===== config.mk =====
export PLATFORM = sky130hd
export DESIGN_NAME = pc_branch_unit
export DESIGN_NICKNAME = d
export VERILOG_FILES = /design/src/rtl/pc_branch_unit.sv
export SDC_FILE = /design/constraint.sdc
export NUM_CORES = 1
export LEC_CHECK = 0
export ABC_AREA = 0
export BUFFER_PORTS_ARGS = -buffer_cell sky130_fd_sc_hd__buf_4
export CORE_UTILIZATION = 42
export CTS_CLUSTER_DIAMETER = 120
export DETAILED_ROUTE_END_ITERATION = 8
export HOLD_SLACK_MARGIN = 0.05
export PLACE_DENSITY_LB_ADDON = 0.05
export SLEW_MARGIN = 40
export SYNTH_ARGS = -nofsm -noshare
export SYNTH_HDL_FRONTEND = slang
export SYNTH_SLANG_ARGS = --single-unit

===== constraint.sdc =====
create_clock -name clk -period 5.15 [get_ports clk]
set_clock_uncertainty 0.1 [all_clocks]
set_input_delay 0.515 -clock clk [delete_from_list [all_inputs] [get_ports clk]]
set_output_delay 0.515 -clock clk [all_outputs]
set_load 0.01 [all_outputs]

===== src/rtl/pc_branch_unit.sv =====
// Program-counter stage: sequential PC advance, PC-relative branch / absolute jump redirect with a fixed-length flush, stall and halt.
// Latency: redirect input to new pc is 1 cycle; every output is registered, no combinational input->output path.
// Backpressure: stall freezes pc, state, flush and counter; halt parks the unit until reset. Optional macro PC_ALIGN_CHECK_EN rejects odd targets.
module pc_branch_unit #(
    parameter int                WIDTH        = 16,
    parameter logic [WIDTH-1:0]  RESET_PC     = '0,
    parameter int                INC          = 2,
    parameter int                FLUSH_CYCLES = 2
) (
    input  logic             clk,
    input  logic             rst_n,
    input  logic             stall,
    input  logic             halt,
    input  logic             branch_taken,
    input  logic [WIDTH-1:0] offset_shifted,
    input  logic             jump,
    input  logic [WIDTH-1:0] jump_addr,
    output logic [WIDTH-1:0] pc,
    output logic             flush,
    output logic             halted,
    output logic             misalign_err
);

    typedef enum logic [1:0] {
        S_RUN    = 2'd0,
        S_FLUSH  = 2'd1,
        S_HALTED = 2'd2
    } state_t;

    localparam logic [WIDTH-1:0] INC_W = WIDTH'(INC);
    localparam logic [2:0]       FC_W  = 3'(FLUSH_CYCLES);

    state_t           state_q, state_d;
    logic [WIDTH-1:0] pc_q, pc_d;
    logic [2:0]       cnt_q, cnt_d;
    logic             flush_q, flush_d;
    logic             halted_q, halted_d;

    logic [WIDTH-1:0] pc_inc;
    logic [WIDTH-1:0] target;
    logic             redirect;

`ifdef PC_ALIGN_CHECK_EN
    logic             misalign_q, misalign_d;
`endif

    // Next-state, next-PC and flush counter; priority halt > stall > jump > branch > increment
    always_comb begin
        state_d  = state_q;
        pc_d     = pc_q;
        cnt_d    = cnt_q;
        flush_d  = flush_q;
        halted_d = halted_q;
`ifdef PC_ALIGN_CHECK_EN
        misalign_d = misalign_q;
`endif
        pc_inc   = pc_q + INC_W;
        // Jump beats branch when both are raised; branch target is relative to the current pc.
        target   = jump ? jump_addr : (pc_q + offset_shifted);
        redirect = jump | branch_taken;

        if (state_q == S_HALTED) begin
            // Parked: every input is ignored until reset.
            flush_d  = 1'b0;
            halted_d = 1'b1;
        end else if (halt) begin
            state_d  = S_HALTED;
            flush_d  = 1'b0;
            cnt_d    = 3'd0;
            halted_d = 1'b1;
        end else if (!stall) begin
            case (state_q)
                S_RUN: begin
                    if (redirect) begin
`ifdef PC_ALIGN_CHECK_EN
                        if (target[0]) begin
                            // Odd target: refuse the redirect, keep fetching sequentially.
                            pc_d       = pc_inc;
                            misalign_d = 1'b1;
                        end else begin
                            pc_d    = target;
                            state_d = S_FLUSH;
                            cnt_d   = FC_W;
                            flush_d = 1'b1;
                        end
`else
                        pc_d    = target;
                        state_d = S_FLUSH;
                        cnt_d   = FC_W;
                        flush_d = 1'b1;
`endif
                    end else begin
                        pc_d = pc_inc;
                    end
                end
                S_FLUSH: begin
                    // Redirect requests here come from squashed instructions and are dropped.
                    pc_d    = pc_inc;
                    cnt_d   = cnt_q - 3'd1;
                    flush_d = (cnt_d != 3'd0);
                    if (cnt_d == 3'd0) begin
                        state_d = S_RUN;
                    end
                end
                default: begin
                    state_d = S_RUN;
                    cnt_d   = 3'd0;
                    flush_d = 1'b0;
                end
            endcase
        end
    end

    // State, PC and status registers with asynchronous reset
    always_ff @(posedge clk or negedge rst_n) begin
        if (!rst_n) begin
            state_q  <= S_RUN;
            pc_q     <= RESET_PC;
            cnt_q    <= 3'd0;
            flush_q  <= 1'b0;
            halted_q <= 1'b0;
        end else begin
            state_q  <= state_d;
            pc_q     <= pc_d;
            cnt_q    <= cnt_d;
            flush_q  <= flush_d;
            halted_q <= halted_d;
        end
    end

`ifdef PC_ALIGN_CHECK_EN
    // Sticky misaligned-target flag, cleared only by reset
    always_ff @(posedge clk or negedge rst_n) begin
        if (!rst_n) begin
            misalign_q <= 1'b0;
        end else begin
            misalign_q <= misalign_d;
        end
    end

    assign misalign_err = misalign_q;
`else
    assign misalign_err = 1'b0;
`endif

    assign pc     = pc_q;
    assign flush  = flush_q;
    assign halted = halted_q;

endmodule


### Word level (Yosys, flattened, before mapping)

Index checks and enable logic that the tools add are counted.

* flip-flop bits (word level): 23
* latch bits: 0
* bits in writable memories: 0
* memory bits (read-only): 0
* input port bits: 38
* logic and storage cells: 47
* memories: 0

* $add $sub $neg: 3
* multiply operators: 0
* divide/modulo/power cells: 0
* order comparisons: 0
* equality and inequality tests: 7
* shift operators: 0
* mux-type cells: 19
* bitwise logic cells: 4
* reduce and logical (&&, ||, !) cells: 9

Operators by type and width (count)
* 16-bit two-way mux: 2
* 16-bit case mux with 2 select lines: 1
* 16-bit adder: 1
* 16-bit by 2-bit adder with 16-bit output, second input constant: 1
* 3-bit two-way mux: 3
* 2-bit two-way mux: 4
* 4-bit AND reduction: 2
* 1-bit two-way mux: 6
* 3-bit != test, second input constant: 2
* 3-bit case mux with 2 select lines: 1
* 4-bit != test, second input constant: 1
* 2-bit case mux with 2 select lines: 1
* 2-bit nonzero test: 2
* 3-bit zero test: 1
* 3-bit by 1-bit != test with 1-bit output, second input constant: 1
* 1-bit inverter: 3
* 3-bit AND reduction: 1
* 3-bit nonzero test: 1
* 3-bit by 1-bit subtractor with 3-bit output, second input constant: 1
* 2-bit by 1-bit == test with 1-bit output, second input constant: 1
* 2-bit == test, second input constant: 1
* 2-bit zero test: 1
* 2-bit by 1-bit != test with 1-bit output, second input constant: 1
* 1-bit case mux with 2 select lines: 1
* 2 further kinds: 2

### Logic depth before layout (Yosys ltp)

* depth after elaboration: 6
* mapped depth: 8

### Worst setup path after synthesis

OpenSTA, ideal clock, no wires.

* path kind: input to register
* from: input port offset_shifted[0]
* to: register pc_q[12], in the netlist pc[12]
* library setup time: 0.136 ns
* data arrival time: 2.238 ns
* data required time: 4.914 ns
* path slack: 2.675 ns
* stages on the path: 8
* buffers on the path: 0
* cells stage by stage: ha_1 fa_1 a211oi_1 o211ai_1 a31oi_1 nor2_1 o311ai_0 a211oi_1

* word-level cells in the longest chain between the ends: 4

RTL lines
* start, declared: line 15 `input logic [WIDTH-1:0] offset_shifted,`
* 16-bit adder: line 59 `target = jump ? jump_addr : (pc_q + offset_shifted);`
* 16-bit two-way mux: line 59
* 16-bit two-way mux: line 74 `if (redirect) begin`
* 16-bit case mux with 2 select lines: line 72 `case (state_q)`
* end signal, assigned: line 124 `pc_q <= pc_d;`
* end, declared: line 34 `logic [WIDTH-1:0] pc_q, pc_d;`

Every way passes these cells.
A chain may end at the register's enable or synchronous reset.

### Worst setup path in the final report

* from: register state_q[1]
* to: register pc_q[13], in the netlist pc[13]

* word-level cells in the longest chain between the ends: 3
* elaborated cells between the ends (all ways): 7
* classes of those cells: 2 x eq/ne; 1 x mux; 1 x bitwise; 3 x reduce/logical

RTL lines
* start, declared: line 33 `state_t state_q, state_d;`
* start signal, assigned: line 123 `state_q <= state_d;`
* 2-bit by 1-bit == test with 1-bit output (tied with other cells): line 72
* 2-bit nonzero test (no source line) or 1-bit inverter (tied branches)
* 4-bit AND reduction (no source line)

Several ways; a longest one is shown, not always the timed one.

==> results.cfg <==
[worst_setup_path]
cp.required_ns = 5.21
r2r_slack_ns = 2.34
crit_fanout = 16
cp-end-kind = flop
crit_chain = or3_1 > or3_1 > or2_1 > or3_1 > o22ai_1 > nor3_1
worstRegToRegCells = 6
cp_slowest_cell = or3_1
crit-reg2reg-launch = state_q[1]
worstPathArrival_ns = 2.87
timing.rr.end = pc[13]
slowest_delay_ns = 0.63
crit_top_cell = or3_1
path_class = flop to flop
crit_path_start_kind = flop

[sta]
final_hold_viol_count = 0
maxSlewHeadroom_pct = 53.9
finalSetupTns_ns = 0
maxSlewViolCount = 0
worst_pin_slew_ns = 0.688
setup_violations = 0
timing.fmax_mhz = 356
holdWs_ns = 0.362
finalCritPeriodShare_pct = 54.6
min_period_ns = 2.81
rsz0062_at_grt = false

[global_route]
grt_pass1_vias = 2124
grt_antenna_before_repair = 0
grt-ovfl-total = 0
grt_pass1_wl_um = 9880
grt_max_degree = 28
track_usage_pct = 23.1

[placed_design]
dpl.hpwl_um = 4560
place_inst = 390
numPortBuffers = 55
gp_congestion = 0.853
dpl-instance-area_sq_um = 2620

[min_path]
hold-path-endpoint = state_q[0]
min_path_cells = 2
min-delay-start = halt
min_path_type = input pin to flop

[synthesis]
async_flop_share_pct = 100
syn-num-nets = 337
yosysWarnings = 0
netlist_instances = 280
synth_cell_types = 49
syn_avg_cell_area_sq_um = 7.80
synth_top_flop_cell = dfrtp_1
ys_seq_elements = 23
synth_edf_count = 0
ys_seq_area_share_pct = 26.4
syn-cell-area_sq_um = 2180

[job]
drv_cap = 0

[die]
core_sq_um = 4850
start_util_pct = 45.0
dieHeight_um = 74.1
fp.dieW_um = 74.1
io_pins = 57
dieArea_sq_um = 5490
row_count = 25

[clocking]
clk_pin_slew_worst_paths_ns = 0.09
cts-root-buf = clkbuf_8
cts_tree = yes
postCtsSetupRepairBufs = 0
cts_resized = 0
htree_levels = 1
cts_buffer_depth = 2
clock_latency_ns = 0.27
holdBufCountCts = 1
cts_buffers = 3
clkSinkCount = 23

[detailed_routing]
vias = 2261
wire_per_inst_um = 14.9
drt_pass1_iterations = 4
via_per_inst = 5.72
routed_wl_um = 5900
drcViolationCount = 0
postRouteAntennaNets = 0
drtIter0Drc = 102

[pwr]
leakage_nw = 1.21
ir_worst_vdd_mv = 0.0988
p_per_area_nw_per_um2 = 235

[final_layout]
fin_area_sq_um = 2680
most-common-layout-cells = buf_4, nor2_1, a21oi_1
drive_gt1_share_pct = 19.2
fin_cells = 395
final_util_pct = 55.3
diodes = 0
final_net_count = 386
fill_cells = 483
layout_commonest_cell = buf_4
synthToLayoutAreaGrowth_pct = 22.8

[run_status]
outcome = finished, final reports clean
## critical path, delay by kind of cell, from the launching register on
family / cells / cell delay (ns)
flops: 1 / 0.48
simple gates: 5 / 1.99
compound gates: 1 / 0.13
## flip-flops by register name (all words and copies together), names as in the netlist
signal	cells
pc	16
state_q	2
halted	1
flush	1
cnt_q	3
## cell families after synthesis
family / Yosys count / synth area share [%]
and+or+nand+nor: 101 / 22.2
adders and majority gates: 19 / 11.2
xor gates and xnor gates: 11 / 4.41
AOI/OAI and AO/OA: 104 / 30.1
muxes: 4 / 1.89
other: 1 / 0.172
buffers and inverters: 17 / 3.61
DFF: 23 / 26.4
## cell usage after synthesis, types with 2 or more instances
| library cell | instances | area [sq um] |
|---|---|---|
| buf_2 | 3 | 15.0 |
| o22ai_1 | 8 | 50.1 |
| o31ai_1 | 2 | 15.0 |
| nand2b_1 | 5 | 31.3 |
| nor3_1 | 8 | 40.0 |
| o211ai_1 | 2 | 15.0 |
| a211oi_1 | 7 | 52.6 |
| xor2_1 | 7 | 61.3 |
| a21o_1 | 9 | 67.6 |
| inv_1 | 4 | 15.0 |
| nand2_1 | 24 | 90.1 |
| nor2b_1 | 2 | 12.5 |
| a21oi_1 | 32 | 160 |
| and3_1 | 4 | 25.0 |
| a32o_1 | 2 | 20.0 |
| o21bai_1 | 2 | 15.0 |
| nand3_1 | 8 | 40.0 |
| mux2i_1 | 3 | 30.0 |
| a221oi_1 | 3 | 26.3 |
| and4_1 | 3 | 26.3 |
| ha_1 | 18 | 225 |
| o21ai_0 | 19 | 95.1 |
| dfrtp_1 | 23 | 576 |
| o32ai_1 | 2 | 17.5 |
| a31oi_1 | 6 | 37.5 |
| o21a_1 | 2 | 15.0 |
| nor2_1 | 33 | 124 |
| or3_1 | 4 | 25.0 |
| nor3b_1 | 5 | 37.5 |
| clkbuf_1 | 8 | 30.0 |
| xnor2_1 | 4 | 35.0 |
## through the flow
| step | total power (W) | setup WS [ns] |
|---|---|---|
| 5_1_grt | 0.000675 | 2.15 |
| 3_3_place_gp | 0.000513 | 2.24 |
| 4_1_cts | 0.000634 | 2.35 |
| 3_5_place_dp | 0.000514 | 2.21 |
| 2_1_floorplan | 0.000412 | 2.68 |
| 6_report | 0.000630 | 2.34 |
## final cells by class
class	count	area, sq um	area share (%)
Multi-Input combinational cell	240	1530	57.0
Sequential cell	23	576	21.5
Timing Repair Buffer	57	430	16.1
Tap cell	67	83.8	3.13
Clock buffer	3	41.3	1.54
Inverter	4	15.0	0.560
Clock inverter	1	5.00	0.187
## power breakdown
group	switching (W)	internal, W	leakage [nW]
sequential	0.0000333	0.000200	0.288
clock	0.0000633	0.0000541	0.0255
combinational	0.000147	0.000132	0.899
total	0.000244	0.000386	1.21
## metal layers
metal | global-route usage (%) | share of wire, % | vias up | wire (um)
met2 | 38.5 | 46 | 63 | 2720
met4 | 4.06 | 0.58 | 0 | 34
met5 | 0 | 0 | - | 0
li1 | - | - | 1151 | -
met1 | 33.1 | 50 | 1045 | 2940
met3 | 1.63 | 3.5 | 2 | 204
## worst max-delay path by stage
stage               slack, ns  endpoint  cells past startpoint              start
floorplan                2.68    pc[12]                      8  offset_shifted[0]
global placement         2.24    pc[12]                      9  offset_shifted[0]
detailed placement       2.21    pc[13]                      7               halt
CTS                      2.35    pc[13]                      6         state_q[1]
global route             2.15    pc[13]                      6         state_q[1]
finish                   2.34    pc[13]                      6         state_q[1]
Power figures use the tool's default switching activity.
